==> src/rtl/ddr_ctl1_issuer.sv <==
// Host-to-controller instruction issuer. Breaks a page read/write request into
// byte-load instructions followed by RDP/WRP. A shadow copy of the controller's
// address and data registers lets bytes the controller already holds be skipped.
module ddr_ctl1_issuer #(
  parameter logic [3:0] OP_NOP = 4'h0,
  parameter logic [3:0] OP_LA0 = 4'h1,
  parameter logic [3:0] OP_LA1 = 4'h2,
  parameter logic [3:0] OP_LA2 = 4'h3,
  parameter logic [3:0] OP_LA3 = 4'h4,
  parameter logic [3:0] OP_LD0 = 4'h5,
  parameter logic [3:0] OP_LD1 = 4'h6,
  parameter logic [3:0] OP_LD2 = 4'h7,
  parameter logic [3:0] OP_LD3 = 4'h8,
  parameter logic [3:0] OP_RDP = 4'h9,
  parameter logic [3:0] OP_WRP = 4'hA
) (
  input  logic        clock,
  input  logic        reset,
  input  logic        req_valid,
  output logic        req_ready,
  input  logic        req_write,
  input  logic [31:0] req_addr,
  input  logic [31:0] req_data,
  output logic        rsp_valid,
  output logic [31:0] rsp_data,
  output logic [11:0] ctl_inst,
  output logic        ctl_inst_en,
  input  logic [31:0] ctl_page,
  input  logic        ctl_ready
);

  localparam logic [2:0] IDLE      = 3'd0;
  localparam logic [2:0] ADDR      = 3'd1;
  localparam logic [2:0] DATA      = 3'd2;
  localparam logic [2:0] CMD       = 3'd3;
  localparam logic [2:0] WAIT_BUSY = 3'd4;
  localparam logic [2:0] WAIT_DONE = 3'd5;

  logic [2:0]  state_q, state_d;
  logic [1:0]  n_q, n_d;
  logic        wr_q;
  logic [31:0] addr_q, data_q;
  logic [31:0] sh_addr_q, sh_data_q;
  logic [3:0]  sh_addr_vld_q, sh_data_vld_q;
  logic        rsp_valid_q;
  logic [31:0] rsp_data_q;

  // Sequence position: 0..3 address bytes, 4..7 data bytes, 8 page command.
  logic [3:0]  pos, sel, nxt;
  logic [8:0]  need;
  logic        issuing;
  logic [3:0]  op;
  logic [7:0]  imm;

  assign req_ready   = (state_q == IDLE) & reset;
  assign issuing     = ((state_q == ADDR) | (state_q == DATA) | (state_q == CMD)) & ctl_ready;
  assign ctl_inst_en = issuing & reset;
  assign ctl_inst    = ctl_inst_en ? {op, imm} : {OP_NOP, 8'h00};
  assign rsp_valid   = rsp_valid_q;
  assign rsp_data    = rsp_data_q;
  assign nxt         = sel + 4'd1;

  // Pick the first position at or after the current one that must be issued;
  // cached bytes are skipped within the same cycle.
  always_comb begin
    pos = 4'd8;
    if (state_q == ADDR) pos = {2'b00, n_q};
    else if (state_q == DATA) pos = {2'b01, n_q};
    for (int i = 0; i < 4; i++) begin
      need[i]   = ~sh_addr_vld_q[i] | (sh_addr_q[8*i +: 8] != addr_q[8*i +: 8]);
      need[i+4] = wr_q & (~sh_data_vld_q[i] | (sh_data_q[8*i +: 8] != data_q[8*i +: 8]));
    end
    need[8] = 1'b1;
    sel = 4'd8;
    for (int i = 8; i >= 0; i--) begin
      if (need[i] && (4'(i) >= pos)) sel = 4'(i);
    end
  end

  // Opcode and immediate for the selected position.
  always_comb begin
    op  = OP_NOP;
    imm = 8'h00;
    unique case (sel)
      4'd0: op = OP_LA0;
      4'd1: op = OP_LA1;
      4'd2: op = OP_LA2;
      4'd3: op = OP_LA3;
      4'd4: op = OP_LD0;
      4'd5: op = OP_LD1;
      4'd6: op = OP_LD2;
      4'd7: op = OP_LD3;
      default: op = wr_q ? OP_WRP : OP_RDP;
    endcase
    if (sel < 4'd4) imm = addr_q[{sel[1:0], 3'b000} +: 8];
    else if (sel < 4'd8) imm = data_q[{sel[1:0], 3'b000} +: 8];
  end

  // Next-state logic; the emitting states hold while the controller is busy.
  always_comb begin
    state_d = state_q;
    n_d     = n_q;
    unique case (state_q)
      IDLE: begin
        if (req_valid) begin
          state_d = ADDR;
          n_d     = 2'd0;
        end
      end
      ADDR, DATA, CMD: begin
        if (ctl_ready) begin
          n_d = nxt[1:0];
          if (sel == 4'd8) state_d = WAIT_BUSY;
          else if (nxt < 4'd4) state_d = ADDR;
          else if (nxt < 4'd8) state_d = DATA;
          else state_d = CMD;
        end
      end
      WAIT_BUSY: if (!ctl_ready) state_d = WAIT_DONE;
      WAIT_DONE: if (ctl_ready) state_d = IDLE;
      default:   state_d = IDLE;
    endcase
  end

  // State, request latch, shadow registers and read response.
  always_ff @(posedge clock) begin
    if (!reset) begin
      state_q       <= IDLE;
      n_q           <= 2'd0;
      wr_q          <= 1'b0;
      addr_q        <= 32'h0;
      data_q        <= 32'h0;
      sh_addr_q     <= 32'h0;
      sh_data_q     <= 32'h0;
      sh_addr_vld_q <= 4'h0;
      sh_data_vld_q <= 4'h0;
      rsp_valid_q   <= 1'b0;
      rsp_data_q    <= 32'h0;
    end else begin
      state_q     <= state_d;
      n_q         <= n_d;
      rsp_valid_q <= 1'b0;
      if (req_ready && req_valid) begin
        wr_q   <= req_write;
        addr_q <= req_addr;
        data_q <= req_data;
      end
      if (issuing) begin
        if (sel < 4'd4) begin
          sh_addr_q[{sel[1:0], 3'b000} +: 8] <= addr_q[{sel[1:0], 3'b000} +: 8];
          sh_addr_vld_q[sel[1:0]]            <= 1'b1;
        end else if (sel < 4'd8) begin
          sh_data_q[{sel[1:0], 3'b000} +: 8] <= data_q[{sel[1:0], 3'b000} +: 8];
          sh_data_vld_q[sel[1:0]]            <= 1'b1;
        end else if (!wr_q) begin
          // A page read overwrites the controller's data register.
          sh_data_vld_q <= 4'h0;
        end
      end
      if ((state_q == WAIT_DONE) && ctl_ready && !wr_q) begin
        rsp_data_q  <= ctl_page;
        rsp_valid_q <= 1'b1;
      end
    end
  end

endmodule

==> config.mk <==
export PLATFORM = sky130hd
export DESIGN_NAME = ddr_ctl1_issuer
export DESIGN_NICKNAME = d
export VERILOG_FILES = /design/src/rtl/ddr_ctl1_issuer.sv
export SDC_FILE = /design/constraint.sdc
export NUM_CORES = 1
export LEC_CHECK = 0
export ABC_AREA = 0
export CORE_ASPECT_RATIO = 1.2
export CORE_MARGIN = 3
export CORE_UTILIZATION = 28
export CTS_BUF_LIST = sky130_fd_sc_hd__clkbuf_16
export CTS_CLUSTER_DIAMETER = 40
export DETAILED_ROUTE_END_ITERATION = 8
export PLACE_DENSITY = 0.48
export SLEW_MARGIN = 10
export SYNTH_ARGS = -nofsm -noshare
export SYNTH_HDL_FRONTEND = slang
export SYNTH_SLANG_ARGS = --single-unit
==> constraint.sdc <==
create_clock -name clock -period 5.4 [get_ports clock]
set_input_delay 1.08 -clock clock [delete_from_list [all_inputs] [get_ports clock]]
set_output_delay 1.08 -clock clock [all_outputs]
set_load 0.01 [all_outputs]
# Word-level counts from Yosys, hierarchy flattened
# Cells that the tools add are included.
classes:
  shifts: 5
  reduce_logical: 22
  add_sub_neg: 2
  n_mux: 33
  magnitude_cmp: 14
  n_eq_ne: 26
  bitwise_logic: 28
ops:
  columns: ["operator", "n"]
  rows:
  - ["32-bit bitwise mux", 2]
  - ["8-bit != test", 8]
  - ["32-bit by 6-bit indexed part select with 8-bit output", 2]
  - ["8-bit by 7-bit indexed part select with 32-bit output", 2]
  - ["4-bit two-way mux", 12]
  - ["4-bit case mux with 8 select lines", 1]
  - ["8-bit by 7-bit variable shift with 32-bit output, first input constant", 1]
  - ["4-bit by 3-bit == test with 1-bit output, second input constant", 4]
  - ["3-bit by 4-bit >= comparator with 1-bit output, first input constant", 4]
  - ["8-bit two-way mux", 2]
  - ["3-bit two-way mux", 5]
  - ["1-bit logical AND", 12]
  - ["12-bit two-way mux", 1]
  - ["3-bit case mux with 4 select lines", 1]
  - ["1-bit bitwise OR", 10]
  - ["1-bit inverter", 9]
  - ["3-bit AND reduction", 3]
  - ["4-bit by 2-bit == test with 1-bit output, second input constant", 2]
  - ["1-bit by 4-bit >= comparator with 1-bit output, first input constant", 2]
  - ["2-bit by 4-bit >= comparator with 1-bit output, first input constant", 2]
  - ["4-bit by 3-bit < comparator with 1-bit output, second input constant", 2]
  - ["4-bit < comparator, second input constant", 2]
  - ["2-bit two-way mux", 4]
  - ["2-bit != test, second input constant", 4]
  - ["22 further kinds", 33]
totals:
  reg_bits: 175
  input_bits: 101
  word_cells: 141
  out_inout_bits: 47

# Logic depth before layout (Yosys ltp)
depth:
  depth_word: 20
  ltp_mapped: 15
  ltp_nobuf: 11

# Worst setup path before layout
# Ideal clock, no wire load.
synth_path:
  kind: "register to output"
  startpoint: "register state_q[0]"
  endpoint: "output ctl_inst[8]"
  t_required_ns: 4.320
  slack_ns: 1.485
  t_arrival_ns: 2.835
  n_path_buf: 3
  stages_incl_launch_ff: 13
  path_cell_list: "dfxtp_1 > buf_6 > or4b_1 > a21oi_1 > o31a_2 > a21bo_2 > o21ai_1 > nand2_1 > clkbuf_1 > ha_1 > clkbuf_1 > a211oi_1 > a311oi_1"
synth_via:
  elab_chain_cells: 16
  word_cells_on_any_way: 43
  cone_classes: "order compare (8); eq/ne (10); mux (12); bitwise (4); reduce/logical (9)"
synth_rtl:
  columns: ["element", "line_no", "source"]
  rows:
  - ["start, declared", "39", "logic [2:0] state_q, state_d;"]
  - ["start signal, assigned", "140", "state_q <= state_d;"]
  - ["3-bit by 2-bit == test with 1-bit output", "56, 68", null]
  - ["4-bit two-way mux", "68", "else if (state_q == DATA) pos = {2'b01, n_q};"]
  - ["4-bit two-way mux", "67", "if (state_q == ADDR) pos = {2'b00, n_q};"]
  - ["3-bit by 4-bit >= comparator with 1-bit output", "76", "if (need[i] && (4'(i) >= pos)) sel = 4'(i);"]
  - ["1-bit logical AND", "76", null]
  - ["4-bit two-way mux (8 in series)", "76", null]
  - ["4-bit by 3-bit == test with 1-bit output, or another cell as far along", "84", "unique case (sel)"]
  - ["4-bit case mux with 8 select lines", "84", null]
  - ["12-bit two-way mux (*)", "58", "assign ctl_inst = ctl_inst_en ? {op, imm} : {OP_NOP, 8'h00};"]
  - ["end, declared", "26", "output logic [11:0] ctl_inst,"]
# Mark *: on every way between the ends. The rest lies on a longest branch, timed or not.

# Worst setup path after layout
layout_path:
  startpoint: "register state_q[1]"
  endpoint: "output ctl_inst[3]"
layout_via:
  elab_chain_cells: 17
  word_cells_on_any_way: 40
  cone_classes: "order compare (10); eq/ne (3); shift (2); mux (13); bitwise (4); reduce/logical (8)"
layout_rtl:
  columns: ["element", "line_no", "source"]
  rows:
  - ["3-bit by 2-bit == test with 1-bit output", "56, 68", null]
  - ["4-bit two-way mux", "68", null]
  - ["4-bit two-way mux", "67", null]
  - ["3-bit by 4-bit >= comparator with 1-bit output", "76", null]
  - ["1-bit logical AND", "76", null]
  - ["4-bit two-way mux (8 in series)", "76", null]
  - ["32-bit by 6-bit indexed part select with 8-bit output / 4-bit < comparator (equally long branches)", "96", "else if (sel < 4'd8) imm = data_q[{sel[1:0], 3'b000} +: 8];"]
  - ["8-bit two-way mux", "96", null]
  - ["8-bit two-way mux", "95", "if (sel < 4'd4) imm = addr_q[{sel[1:0], 3'b000} +: 8];"]
  - ["12-bit two-way mux (*)", "58", null]
# Marked as above.

==> out/metrics.cfg <==
[final_layout]
area_growth_pct = 30.18
nets = 1181
multiInputGateArea_um2 = 4258
design_area_um2 = 10450
fin_util_pct = 37.21
final_cells = 1466
drive_gt1_share_pct = 6.440
seqCellArea_um2 = 3503
n_antenna_cell = 0
fillCellCount = 2966

[logic_synthesis]
netlist.area_leader.share_pct = 43.65
ys_ff_latch = 175
yosysMostFrequentCell = nand2_1
synthArstFlopShare_pct = 0
synth.area.top_cells = dfxtp_1 44%, nand2_1 13%, a21boi_0 9.4%
synth_top_family_by_area = compound AO/OA/AOI/OAI gates
yosysSeqAreaShare_pct = 43.65
ys.flop_type = dfxtp_1
synth_compound_area_share_pct = 20.86
synth_area_um2 = 8026
synth_edf_count = 0
yosys-mux-area-fraction_pct = 4.349
syn_nets = 1053
yosys.area_share.adder_pct = 0.9353
ys_warn_count = 0
syn_area_per_cell_um2 = 8.485
yosys.area_share.simple_pct = 19.50
synth_xor_area_share_pct = 7.093
synth_commonest_cells = 270 x nand2_1, 175 x dfxtp_1, 100 x a21boi_0
yosys.area.top_type = dfxtp_1
yosysUniqueCellTypes = 54
netlist_instances = 946

[sta]
final-max-slew-violation-count = 0
grt_setup_unrepaired = false
layout_min_cycle_time_ns = 5.080
clock.fmax_ghz = 0.1969
relSlewSlack_pct = 21.49
tns_ns = 0
worst_clock_skew_ns = 0.009372
worstMarginPinSlew_ns = 1.170
fin_crit_sh_pct = 94.07
timing.final.hold_violations = 0
setup_viol = 0

[placement]
dpl.cell_count = 1434
io_buffers = 147
placed_area_um2 = 9851
gpl.final_weighted_congestion = 0.8392
dp_hpwl_um = 18100

[cts]
clockBufferDepth = 2
cts.clk_slew.worst_paths_ns = 0.07
htree_levels = 4
cts_root_buf = clkbuf_16
cts_setup_buffers = 0
cts_tree = done
clk_latency_ns = 0.43
cts.sinks = 175
cts_buffers = 17

[route]
via_count = 6890
postRouteAntennaNets = 0
drtIter0Drc = 387
avgRoutedWirePerCell_um = 16.73
routed_via_density = 4.700
drc = 0
wirelength_um = 24530
drt-pass1-iter-count = 5

[setup_path]
worstPathMaxFanout = 15
crit_path_end_kind = output pin
critPathKind = reg2out
critPathMaxStageDelay_ns = 0.50
crit_path_start_kind = register
r2r_slack_ns = 1.68
worst_ep_arrival_time_ns = 4.00
cp.required_ns = 4.32
critPathSlowestCell = dfxtp_1
crit_chain = nand2b_2 -> a21oi_1 -> o31a_1 -> a2111oi_2 -> o21ba_4 -> buf_4 -> mux2i_1 -> nor3_1 -> a211o_1 -> clkdlybuf4s50_1

[floorplan]
core_area_um2 = 28080
rows = 67
die_h_um = 191.5
io_pins = 148
start_util_pct = 28.58
dieArea_um2 = 30740
die_width_um = 160.6

[global_route]
antenna_found_initial = 0
grt_max_degree = 79
grt_pass1_vias = 7012
grt_pass1_wl_um = 39230
gr-total-overflow = 0
grt_usage_pct = 16.27

[pwr]
irDropWorstVdd_mv = 0.2619
p_leak_nw = 3.559
power_density_nw_per_um2 = 434.4
power_w = 0.004539

[run_status]
status = complete, no violations

[job]
drv_cap = 0

[worst_hold_path]
holdCritPathClass = reg2reg

power breakdown:
part           switching, W  leakage, nW  internal [W]  total [W]
combinational       0.00110         1.85      0.000657    0.00176
sequential         0.000136         1.42       0.00141    0.00154
clock              0.000549        0.286      0.000688    0.00124
total               0.00179         3.56       0.00275    0.00454
state kept, by name, summed over array words and instances, names as in the netlist:
name           count
addr_q            32
data_q            32
rsp_data          32
sh_addr_q         32
sh_data_q         32
sh_addr_vld_q      4
sh_data_vld_q      4
state_q            3
n_q                2
rsp_valid          1
wr_q               1
metrics by stage:
step | setup slack (ns) | hold WS (ns)
2_1_floorplan | 1.485 | 0.4366
3_3_place_gp | 0.6686 | 0.4507
3_5_place_dp | 0.5099 | 0.4577
4_1_cts | 0.02925 | 0.4677
5_1_grt | 0.05076 | 0.4831
6_report | 0.3200 | 0.4631
worst max-delay path, delay by kind of cell, from the launching register on:
family,cells,cell delay (ns)
and+or+nand+nor,2,0.36
muxes,1,0.39
AOI/OAI and AO/OA,5,1.47
buffers and inverters,2,0.84
DFF,1,0.50
layer usage:
metal	part of all wire, %	routed length (um)	GRT usage, %
met1	45	11080	20.24
met2	49	12130	28.37
met3	4.1	1015	3.706
met4	1.2	298	4.240
met5	0	0	0
worst paths after layout:
path                            startpoint                         to  cells after the start
hold / removal    rsp_data[5]$_SDFFE_PN0P_   rsp_data[5]$_SDFFE_PN0P_                      2
hold reg to reg   rsp_data[5]$_SDFFE_PN0P_   rsp_data[5]$_SDFFE_PN0P_                      2
setup reg to reg   state_q[1]$_SDFFE_PN0P_  sh_data_q[8]$_SDFFE_PN0P_                     12
setup / recovery   state_q[1]$_SDFFE_PN0P_                ctl_inst[3]                     10
cells by family after synthesis:
kind of cell / after synthesis
and+or+nand+nor: 365
AOI/OAI and AO/OA: 236
DFF: 175
adders and majority gates: 6
xor gates and xnor gates: 65
buffers and inverters: 66
muxes: 33
final cells by class:
type,instances,share of cell area (%)
Tap cell,379,4.538
Clock buffer,17,4.071
Multi-Input combinational cell,705,40.75
Inverter,13,0.4670
Sequential cell,175,33.53
Timing Repair Buffer,162,15.11
Clock inverter,15,1.533
placed cells by master (no fill, tap or decap), drive strengths merged, types with 3 or more instances in the layout:
master           n
nor3b            3
inv             17
clkinv           8
nor4             3
dfxtp          175
or3              4
xnor2           65
nor3            22
mux2             9
a21boi         106
o21ai           58
clkbuf          17
a22o            16
a21oi           17
mux2i           24
nand2b           6
nand3           13
and2            12
nand4           11
a211o            9
o31ai            5
o21a            11
nor2            10
ha               6
nor2b            4
nand2          270
o31a             4
clkdlybuf4s50  146
buf             16
a2111oi          3
timing repair:
action | CTS | global route
gates resized for setup | 0 | 3
setup endpoints to repair | 0 | 9
hold buffers | 0 | 0
Note: power is estimated with default switching activity, not from simulation.
